## src/rtl/pll_seq_pkg.sv

```systemverilog
// pll_seq_pkg: shared state encoding and counter width helper for the PLL reset sequencer
package pll_seq_pkg;
  typedef enum logic [2:0] {
    OFF       = 3'd0,
    RESET     = 3'd1,
    WAIT_LOCK = 3'd2,
    STABLE    = 3'd3,
    RUN       = 3'd4
  } state_t;

  function automatic int cyc_w(int a, int b, int c);
    int m;
    m = (a > b) ? a : b;
    m = (m > c) ? m : c;
    return $clog2(m + 1);
  endfunction
endpackage

```

## src/rtl/pll_seq_sync_debounce.sv

```systemverilog
// pll_seq_sync_debounce: 2-flop switch synchronizer, debounced when PLL_RESET_SEQUENCER_DEBOUNCE_EN is defined
module pll_seq_sync_debounce #(
  parameter int   DEBOUNCE_CYCLES = 16,
  parameter logic RST_VAL         = 1'b1
) (
  input  logic clk,
  input  logic rst_n,
  input  logic d,
  output logic q
);
  logic [1:0] sync;
  // two-flop synchronizer, resets to 0
  always_ff @(posedge clk or negedge rst_n)
    if (!rst_n) sync <= '0;
    else sync <= {sync[0], d};
`ifdef PLL_RESET_SEQUENCER_DEBOUNCE_EN
  localparam int DW = $clog2(DEBOUNCE_CYCLES + 1);
  localparam logic [DW-1:0] DMAX = DW'(DEBOUNCE_CYCLES - 1);
  logic [DW-1:0] cnt;
  logic filt;
  // filter follows the synchronized value only after it has differed for DEBOUNCE_CYCLES straight cycles
  always_ff @(posedge clk or negedge rst_n)
    if (!rst_n) begin
      cnt  <= '0;
      filt <= RST_VAL;
    end else if (sync[1] == filt) cnt <= '0;
    else if (cnt == DMAX) begin
      filt <= sync[1];
      cnt  <= '0;
    end else cnt <= cnt + DW'(1);
  assign q = filt;
`else
  assign q = sync[1];
`endif
endmodule

```

## src/rtl/pll_reset_sequencer.sv

```systemverilog
// pll_reset_sequencer: sequences PLL PWRDWN/RST from board switches and gates downstream reset on stable lock (option: PLL_RESET_SEQUENCER_DEBOUNCE_EN)
module pll_reset_sequencer
  import pll_seq_pkg::*;
#(
  parameter int RST_CYCLES      = 4,
  parameter int LOCK_TIMEOUT    = 1024,
  parameter int STABLE_CYCLES   = 16,
  parameter int CNT_W           = 8,
  parameter int DEBOUNCE_CYCLES = 16
) (
  input  logic             clk,
  input  logic             rst_n,
  input  logic             sw_pwrdwn,
  input  logic             sw_rst,
  input  logic             pll_locked,
  output logic             pll_pwrdwn,
  output logic             pll_rst,
  output logic             sys_rst_n,
  output logic [2:0]       state,
  output logic [CNT_W-1:0] retry_cnt,
  output logic [CNT_W-1:0] loss_cnt
);
  localparam int CW = cyc_w(RST_CYCLES, LOCK_TIMEOUT, STABLE_CYCLES);
  localparam logic [CW-1:0] RST_LD = CW'(RST_CYCLES - 1);
  localparam logic [CW-1:0] LT_MAX = CW'(LOCK_TIMEOUT - 1);
  localparam logic [CW-1:0] ST_MAX = CW'(STABLE_CYCLES - 1);

  state_t st, st_n;
  logic [CW-1:0] cnt, cnt_n;
  logic [CNT_W-1:0] retry_n, loss_n;
  logic pd_s, rs_s, lk_s;
  logic [1:0] lk_sync;

  pll_seq_sync_debounce #(.DEBOUNCE_CYCLES(DEBOUNCE_CYCLES), .RST_VAL(1'b1)) u_pd (
    .clk(clk), .rst_n(rst_n), .d(sw_pwrdwn), .q(pd_s)
  );
  pll_seq_sync_debounce #(.DEBOUNCE_CYCLES(DEBOUNCE_CYCLES), .RST_VAL(1'b1)) u_rs (
    .clk(clk), .rst_n(rst_n), .d(sw_rst), .q(rs_s)
  );

  // lock is only synchronized, never debounced, so a dropout is seen as fast as possible
  always_ff @(posedge clk or negedge rst_n)
    if (!rst_n) lk_sync <= '0;
    else lk_sync <= {lk_sync[0], pll_locked};
  assign lk_s = lk_sync[1];

  // next state: power-down beats reset switch beats lock events
  always_comb begin
    st_n    = st;
    cnt_n   = cnt;
    retry_n = retry_cnt;
    loss_n  = loss_cnt;
    if (st == OFF) begin
      if (!pd_s && !rs_s) begin
        st_n  = RESET;
        cnt_n = RST_LD;
      end
    end else if (pd_s) begin
      st_n  = OFF;
      cnt_n = '0;
    end else if (rs_s) begin
      st_n  = RESET;
      cnt_n = RST_LD;
    end else begin
      case (st)
        RESET:
          if (cnt == '0) st_n = WAIT_LOCK;
          else cnt_n = cnt - CW'(1);
        WAIT_LOCK:
          if (lk_s) begin
            st_n  = STABLE;
            cnt_n = '0;
          end else if (cnt == LT_MAX) begin
            st_n    = RESET;
            cnt_n   = RST_LD;
            retry_n = retry_cnt + CNT_W'(retry_cnt != '1);
          end else cnt_n = cnt + CW'(1);
        STABLE:
          if (!lk_s) begin
            st_n  = WAIT_LOCK;
            cnt_n = '0;
          end else if (cnt == ST_MAX) begin
            st_n  = RUN;
            cnt_n = '0;
          end else cnt_n = cnt + CW'(1);
        RUN:
          if (!lk_s) begin
            st_n   = RESET;
            cnt_n  = RST_LD;
            loss_n = loss_cnt + CNT_W'(loss_cnt != '1);
          end
        default: st_n = OFF;
      endcase
    end
  end

  // state, counters and outputs registered together so outputs track the state without decode glitches
  always_ff @(posedge clk or negedge rst_n)
    if (!rst_n) begin
      st         <= OFF;
      cnt        <= '0;
      retry_cnt  <= '0;
      loss_cnt   <= '0;
      pll_pwrdwn <= 1'b1;
      pll_rst    <= 1'b1;
      sys_rst_n  <= 1'b0;
    end else begin
      st         <= st_n;
      cnt        <= cnt_n;
      retry_cnt  <= retry_n;
      loss_cnt   <= loss_n;
      pll_pwrdwn <= st_n == OFF;
      pll_rst    <= st_n == OFF || st_n == RESET;
      sys_rst_n  <= st_n == RUN;
    end

  assign state = st;
endmodule

```

## config.mk

```make
export PLATFORM = sky130hd
export DESIGN_NAME = pll_reset_sequencer
export DESIGN_NICKNAME = d
export VERILOG_FILES = /design/src/rtl/pll_seq_pkg.sv /design/src/rtl/pll_seq_sync_debounce.sv /design/src/rtl/pll_reset_sequencer.sv
export SDC_FILE = /design/constraint.sdc
export NUM_CORES = 1
export LEC_CHECK = 0
export CAP_MARGIN = 20
export CORE_MARGIN = 2
export CORE_UTILIZATION = 61
export DETAILED_ROUTE_END_ITERATION = 12
export DONT_BUFFER_PORTS = 1
export PLACE_DENSITY = 0.86
export SLEW_MARGIN = 20
export SYNTH_ARGS = -nofsm -noshare
export SYNTH_HDL_FRONTEND = slang
export SYNTH_SLANG_ARGS = --single-unit
```

## constraint.sdc

```tcl
create_clock -name clk -period 3.5 [get_ports clk]
set_input_delay 0.7 -clock clk [delete_from_list [all_inputs] [get_ports clk]]
set_output_delay 0.7 -clock clk [all_outputs]
set_load 0.05 [all_outputs]
```

After elaboration in Yosys (flattened, before gate mapping)
Index checks and enable logic that the tools add are counted.
{"block": "word_totals", "regBits": 39, "inputBits": 5, "output_inout_bits": 22, "elab_cells": 64}
{"block": "op_classes", "n_addsub": 4, "eq_ne": 13, "mux": 22, "bitwise_logic": 4, "n_reduce_logical": 11}
{"cell": "2-to-1 mux 11 bit", "count": 10}
{"cell": "one-hot mux 11 bit (4 select lines)", "count": 1}
{"cell": "2-to-1 mux 3 bit", "count": 10}
{"cell": "adder 8 x 1 -> 8 bit", "count": 2}
{"cell": "inequality test 8 bit (second input constant)", "count": 2}
{"cell": "one-hot mux 3 bit (4 select lines)", "count": 1}
{"cell": "adder 11 x 1 -> 11 bit (second input constant)", "count": 1}
{"cell": "== test 11 x 10 -> 1 bit (second input constant)", "count": 1}
{"cell": "== test 11 x 4 -> 1 bit (second input constant)", "count": 1}
{"cell": "logical NOT 11 bit", "count": 1}
{"cell": "subtractor 11 x 1 -> 11 bit (second input constant)", "count": 1}
{"cell": "inequality test 5 x 3 -> 1 bit (second input constant)", "count": 2}
{"cell": "nonzero test 7 bit", "count": 1}
{"cell": "== test 3 x 1 -> 1 bit (second input constant)", "count": 2}
{"cell": "== test 3 x 2 -> 1 bit (second input constant)", "count": 2}
{"cell": "== test 3 bit (second input constant)", "count": 2}
{"cell": "logical NOT 3 bit", "count": 2}
{"cell": "AND reduction 6 bit", "count": 1}
{"cell": "AND reduction 5 bit", "count": 1}
{"cell": "NOT 1 bit", "count": 4}
{"cell": "AND reduction 4 bit", "count": 1}
{"cell": "logical NOT 1 bit", "count": 2}
{"cell": "inequality test 2 x 1 -> 1 bit (second input constant)", "count": 1}
{"cell": "logical AND 1 bit", "count": 1}
{"cell": "logical OR 1 bit", "count": 1}

Logic depth before layout (Yosys ltp)
{"block": "depth", "ltp_word": 9, "mapped_depth": 9, "depth_no_buf": 8}

By module
A second synthesis with hierarchy kept.
{"block": "hier_totals", "cells_unflattened": 263, "hier_area_um2": 2391.0}
{"mod": "pll_reset_sequencer", "n_inst": 1, "cells_each": 259, "area_per_inst_um2": 2290.9}
{"mod": "pll_seq_sync_debounce", "n_inst": 2, "cells_each": 2, "area_per_inst_um2": 50.0}

Least setup slack after synthesis
Ideal clock, no wire load.
{"block": "synth_timing", "path_type": "reg-to-reg", "start": "reg st[1] (netlist: state[1])", "end": "reg retry_cnt[0]", "setup_time_ns": 0.125, "arrival_time_ns": 2.040, "required_ns": 3.375, "setup_slack_ns": 1.335, "stages_incl_launch_ff": 6, "n_path_buf": 1, "path_cell_list": "dfrtp_1 > nor2b_1 > clkbuf_1 > and3_1 > nor2b_1 > mux2_2"}
{"block": "synth_between", "elab_chain_cells": 3}
{"element": "start: declaration", "line": "pll_reset_sequencer.sv:28", "text": "state_t st, st_n;"}
{"element": "start signal: assignment", "line": "pll_reset_sequencer.sv:108", "text": "st <= st_n;"}
{"element": "logical NOT 3 bit", "line": "pll_reset_sequencer.sv:53", "text": "if (st == OFF) begin"}
{"element": "NOT 1 bit (no source line)"}
{"element": "AND reduction 6 bit (no source line) (*)"}
{"element": "end signal: assignment", "line": "pll_reset_sequencer.sv:110", "text": "retry_cnt <= retry_n;"}
{"element": "end: declaration", "line": "pll_reset_sequencer.sv:20", "text": "output logic [CNT_W-1:0] retry_cnt,"}
Every way passes the cells marked *; elsewhere a longest branch is shown, timed or not.
A chain may end at the register's enable or synchronous reset.

Worst setup path in the final report
{"block": "layout_timing", "start": "reg cnt[0]", "end": "reg cnt[1]"}
{"block": "layout_between", "elab_chain_cells": 7}
{"element": "start: declaration", "line": "pll_reset_sequencer.sv:29", "text": "logic [CW-1:0] cnt, cnt_n;"}
{"element": "start signal: assignment", "line": "pll_reset_sequencer.sv:109", "text": "cnt <= cnt_n;"}
{"element": "adder 11 x 1 -> 11 bit, or another cell as far along", "line": "pll_reset_sequencer.sv:77, pll_reset_sequencer.sv:85"}
{"element": "2-to-1 mux 11 bit, on equally long branches", "line": "pll_reset_sequencer.sv:82, pll_reset_sequencer.sv:73"}
{"element": "2-to-1 mux 11 bit, on equally long branches", "line": "pll_reset_sequencer.sv:79, pll_reset_sequencer.sv:70"}
{"element": "one-hot mux 11 bit (4 select lines)", "line": "pll_reset_sequencer.sv:65", "text": "case (st)"}
{"element": "2-to-1 mux 11 bit", "line": "pll_reset_sequencer.sv:61", "text": "end else if (rs_s) begin"}
{"element": "2-to-1 mux 11 bit", "line": "pll_reset_sequencer.sv:58", "text": "end else if (pd_s) begin"}
{"element": "2-to-1 mux 11 bit", "line": "pll_reset_sequencer.sv:53"}
Parallel ways exist; a longest one is shown, timed or not. The select of a mux whose other input is x is not followed.

==> out/summary.md <==
- **Worst Path Required** 3.67 ns
- **Crit Reg-Reg Endpoint** cnt[1]
- **area of the mapped netlist** 2529 um^2
- **buffer count from post-CTS setup fixing** 0
- **# nets final** 266
- **number of sinks driven by the clock tree** 39
- **synth top area cells** sky130_fd_sc_hd__dfrtp_1 (37%), sky130_fd_sc_hd__xnor2_1 (4.5%), sky130_fd_sc_hd__nand2_1 (4.0%)
- **largest net degree at the start of global routing** 40
- **effective utilization at floorplan** 63.22%
- **CP Max Fanout** 9
- **Final Hold Vio Count** 0
- **clock insertion delay at the later pin of the skew report** 0.30 ns
- **Async SR Flop Fraction** 100.0%
- **# fillers** 326
- **launching element of the worst setup path** cnt[0]
- **global-route congestion overflow total** 0
- **Cells after Synth** 260
- **number of vias in the routed layout** 1992
- **minimum setup slack among reg-to-reg paths** 1.00 ns
- **transition time of the tightest slew-check pin** 0.7004 ns
- **number of synthesized register bits** 39
- **power density normalized to cell area** 393.0 nW/um^2
- **nets in the synthesized netlist** 272
- **routability cong.** 0.9244
- **first drt pass iteration count** 4
- **Row Count** 23
- **share of total power consumed by net switching** 28.06%
- **number of H-tree branching levels** 2
- **share of cells above drive strength 1** 14.90%
- **TritonCTS clock tree** built
- **unrepaired setup endpoints after global routing** no
- **number of unique standard cell types used by synthesis** 66
- **Synth area leader** sky130_fd_sc_hd__dfrtp_1
- **number of inserted diodes** 0
- **register area** 978.4 um^2
- **Post-CTS Resized** 0
- **remaining design rule violation count** 0
- **max-slew headroom at the worst pin** 53.21%
- **Antenna Violating Nets Remaining** 0
- **fraction of post-synthesis cell area in the top cell type by area** 36.62%
- **total length of routed wires** 5212 um
- **longest individual stage delay on the worst path** 0.60 ns
- **final period demand of the worst path** 2.496 ns
- **area post-placement** 2511 um^2
- **cell with the biggest individual delay on the critical path** sky130_fd_sc_hd__a2111oi_4
- **count of maximum capacitance violations** 0
- **top_reg_cell synth** sky130_fd_sc_hd__dfrtp_1
- **path category of the worst min-delay check** input port to asynchronous set/reset pin
- **post-DR wirelength/cell** 17.09 um
- **Worst Clk Skew** 0.01077 ns
- **Post-CTS Hold Fix Bufs** 0
- **Critical R2R Launch** cnt[0]
- **footprint of the multi-input gates** 1421 um^2
- **wire length of the first global-routing pass** 8335 um
- **final setup fails** 0
- **CTS clock-pin slew for the worst setup and hold paths** 0.09 ns
- **Layout area overhead** 3.860%
- **count of cells along the worst register-to-register path** 8
- **synth warn** 0
- **via count of the first global-routing pass** 1761
- **dominant cell by count in the synthesized netlist** sky130_fd_sc_hd__dfrtp_1
- **number of max-slew violations in the final report** 0
- **sequential share of the synthesized area** 38.69%
- **outcome** completed
- **clock tree buffer depth** 2
- **Peak supply drop** 0.3491 mV
- **cell-internal power** 742.4 uW
- **top cell types by occurrence after synthesis** sky130_fd_sc_hd__dfrtp_1 (37), sky130_fd_sc_hd__nand2_1 (27), sky130_fd_sc_hd__nor2_1 (19)
- **part of the power in registers** 48.9%
- **setup TNS** 0 ns
- **height of the die** 68.39 um
- **Final period util** 71.32%
- **final design instance area without fill** 2626 um^2
- **via density per instance** 6.531
- **critical path launch point type** flop
- **GR Util All Layers** 24.26%
- **critical path type** flop to flop
- **Core ar.** 4000 um^2
- **share of total power in combinational logic** 14.1%
- **clock share of power** 37.1%
- **data arrival time at the worst-slack endpoint** 2.67 ns
- **TritonCTS buffer count** 5
- **Fmax** 400.6 MHz
- **PortBufs** 0
- **HPWL after DPL** 3714 um
- **number of synthesized flops with an enable pin** 0
- **number of top-level pins** 27
- **average instance area after synthesis** 9.726 um^2
- **number of antenna violations at the first check in global routing** 0
- **CP cell instances** inv_1 > ha_1 > nor3b_2 > a41oi_1 > a2111oi_4 > buf_4 > mux2i_1 > o31ai_1
- **DRC violation total after the first TritonRoute iteration** 185
- **endpoint class of the critical path** flop
- **Die X** 68.39 um
- **reported net switching power** 289.6 uW
- **Leakage Power** 1.105 nW
- **Die Area** 4677 um^2
- **root buffer cell** sky130_fd_sc_hd__clkbuf_8
==> critical path: cells and delay by family, from the launching register on <==
family                     cells  cell delay [ns]
and+or+nand+nor                1             0.30
adders and majority gates      1             0.14
DFF                            1             0.48
buffers and inverters          2             0.38
muxes                          1             0.18
AOI/OAI and AO/OA              3             0.91
==> final cells by class <==
type | count | share of cell area [%]
Tap cell | 50 | 2.382
Multi-Input combinational cell | 199 | 54.12
Timing Repair Buffer | 4 | 1.143
Inverter | 5 | 0.7146
Sequential cell | 39 | 37.26
Clock inverter | 3 | 1.763
Clock buffer | 5 | 2.620
==> through the flow <==
step	hold slack [ns]	cells	util (%)	worst slack, ns	power [mW]
4_1_cts	0.07980	305	65.66	1.053	1.039
5_1_grt	0.06797	305	65.66	0.7985	1.084
3_5_place_dp	0.3403	297	62.78	1.066	0.6559
3_3_place_gp	0.3361	297	62.78	1.144	0.6512
6_report	0.08811	305	65.66	1.004	1.032
2_1_floorplan	0.3312	260	-	1.335	0.6336
==> cells by family (layout without fill, tap and decap cells) <==
kind of cell    count (synthesis)  in the layout  share of synthesized area, %
compound gates                 62             62                         19.89
xor+xnor                       17             17                         5.888
fa+ha+maj                       7              7                         3.463
buf+inv                        22             17                         5.096
flops                          39             39                         38.69
mux                             7              7                         2.969
simple gates                  106            106                         24.00
==> cells in the final DEF (no fill, tap or decap), types with 4 or more instances in the layout <==
cell type	count
sky130_fd_sc_hd__a21oi_1	6
sky130_fd_sc_hd__nand4_1	9
sky130_fd_sc_hd__clkbuf_8	5
sky130_fd_sc_hd__inv_1	5
sky130_fd_sc_hd__and3_1	6
sky130_fd_sc_hd__nor2_1	19
sky130_fd_sc_hd__xnor2_1	13
sky130_fd_sc_hd__nand3_1	5
sky130_fd_sc_hd__buf_4	4
sky130_fd_sc_hd__nand2_1	27
sky130_fd_sc_hd__dfrtp_1	37
sky130_fd_sc_hd__o21ai_0	11
sky130_fd_sc_hd__xor2_1	4
sky130_fd_sc_hd__ha_1	7
sky130_fd_sc_hd__or3_1	7
sky130_fd_sc_hd__mux2_2	4
sky130_fd_sc_hd__nor3_1	6
sky130_fd_sc_hd__o31a_1	4
==> worst max-delay path by stage <==
| stage | to | slack (ns) | cells after the start |
|---|---|---|---|
| floorplan | retry_cnt[0] | 1.34 | 5 |
| detailed placement | cnt[1] | 1.07 | 8 |
| global route | cnt[1] | 0.80 | 8 |
| CTS | cnt[1] | 1.05 | 8 |
| finish | cnt[1] | 1.00 | 8 |
| global placement | retry_cnt[0] | 1.14 | 5 |
==> sequential cells by signal, summed over array words and instances, names as in the netlist <==
register    flops
u_pd.sync       2
sys_rst_n       1
retry_cnt       8
lk_sync         2
pll_rst         1
loss_cnt        8
cnt            11
state           3
u_rs.sync       2
pll_pwrdwn      1
==> per-layer routing <==
layer	track usage (%)	routed length, um
met3	6.743	308
met2	38.70	2525
met4	6.000	53
met1	32.50	2325
met5	0	0
==> power by group through the flow <==
stage	clock (mW)	sequential (mW)	combinational [mW]
floorplan	0	0.493	0.141
global placement	0	0.511	0.140
detailed placement	0	0.512	0.144
CTS	0.392	0.503	0.144
global route	0.413	0.508	0.163
finish	0.383	0.504	0.145
No activity file was read; power rests on OpenSTA's default activity.
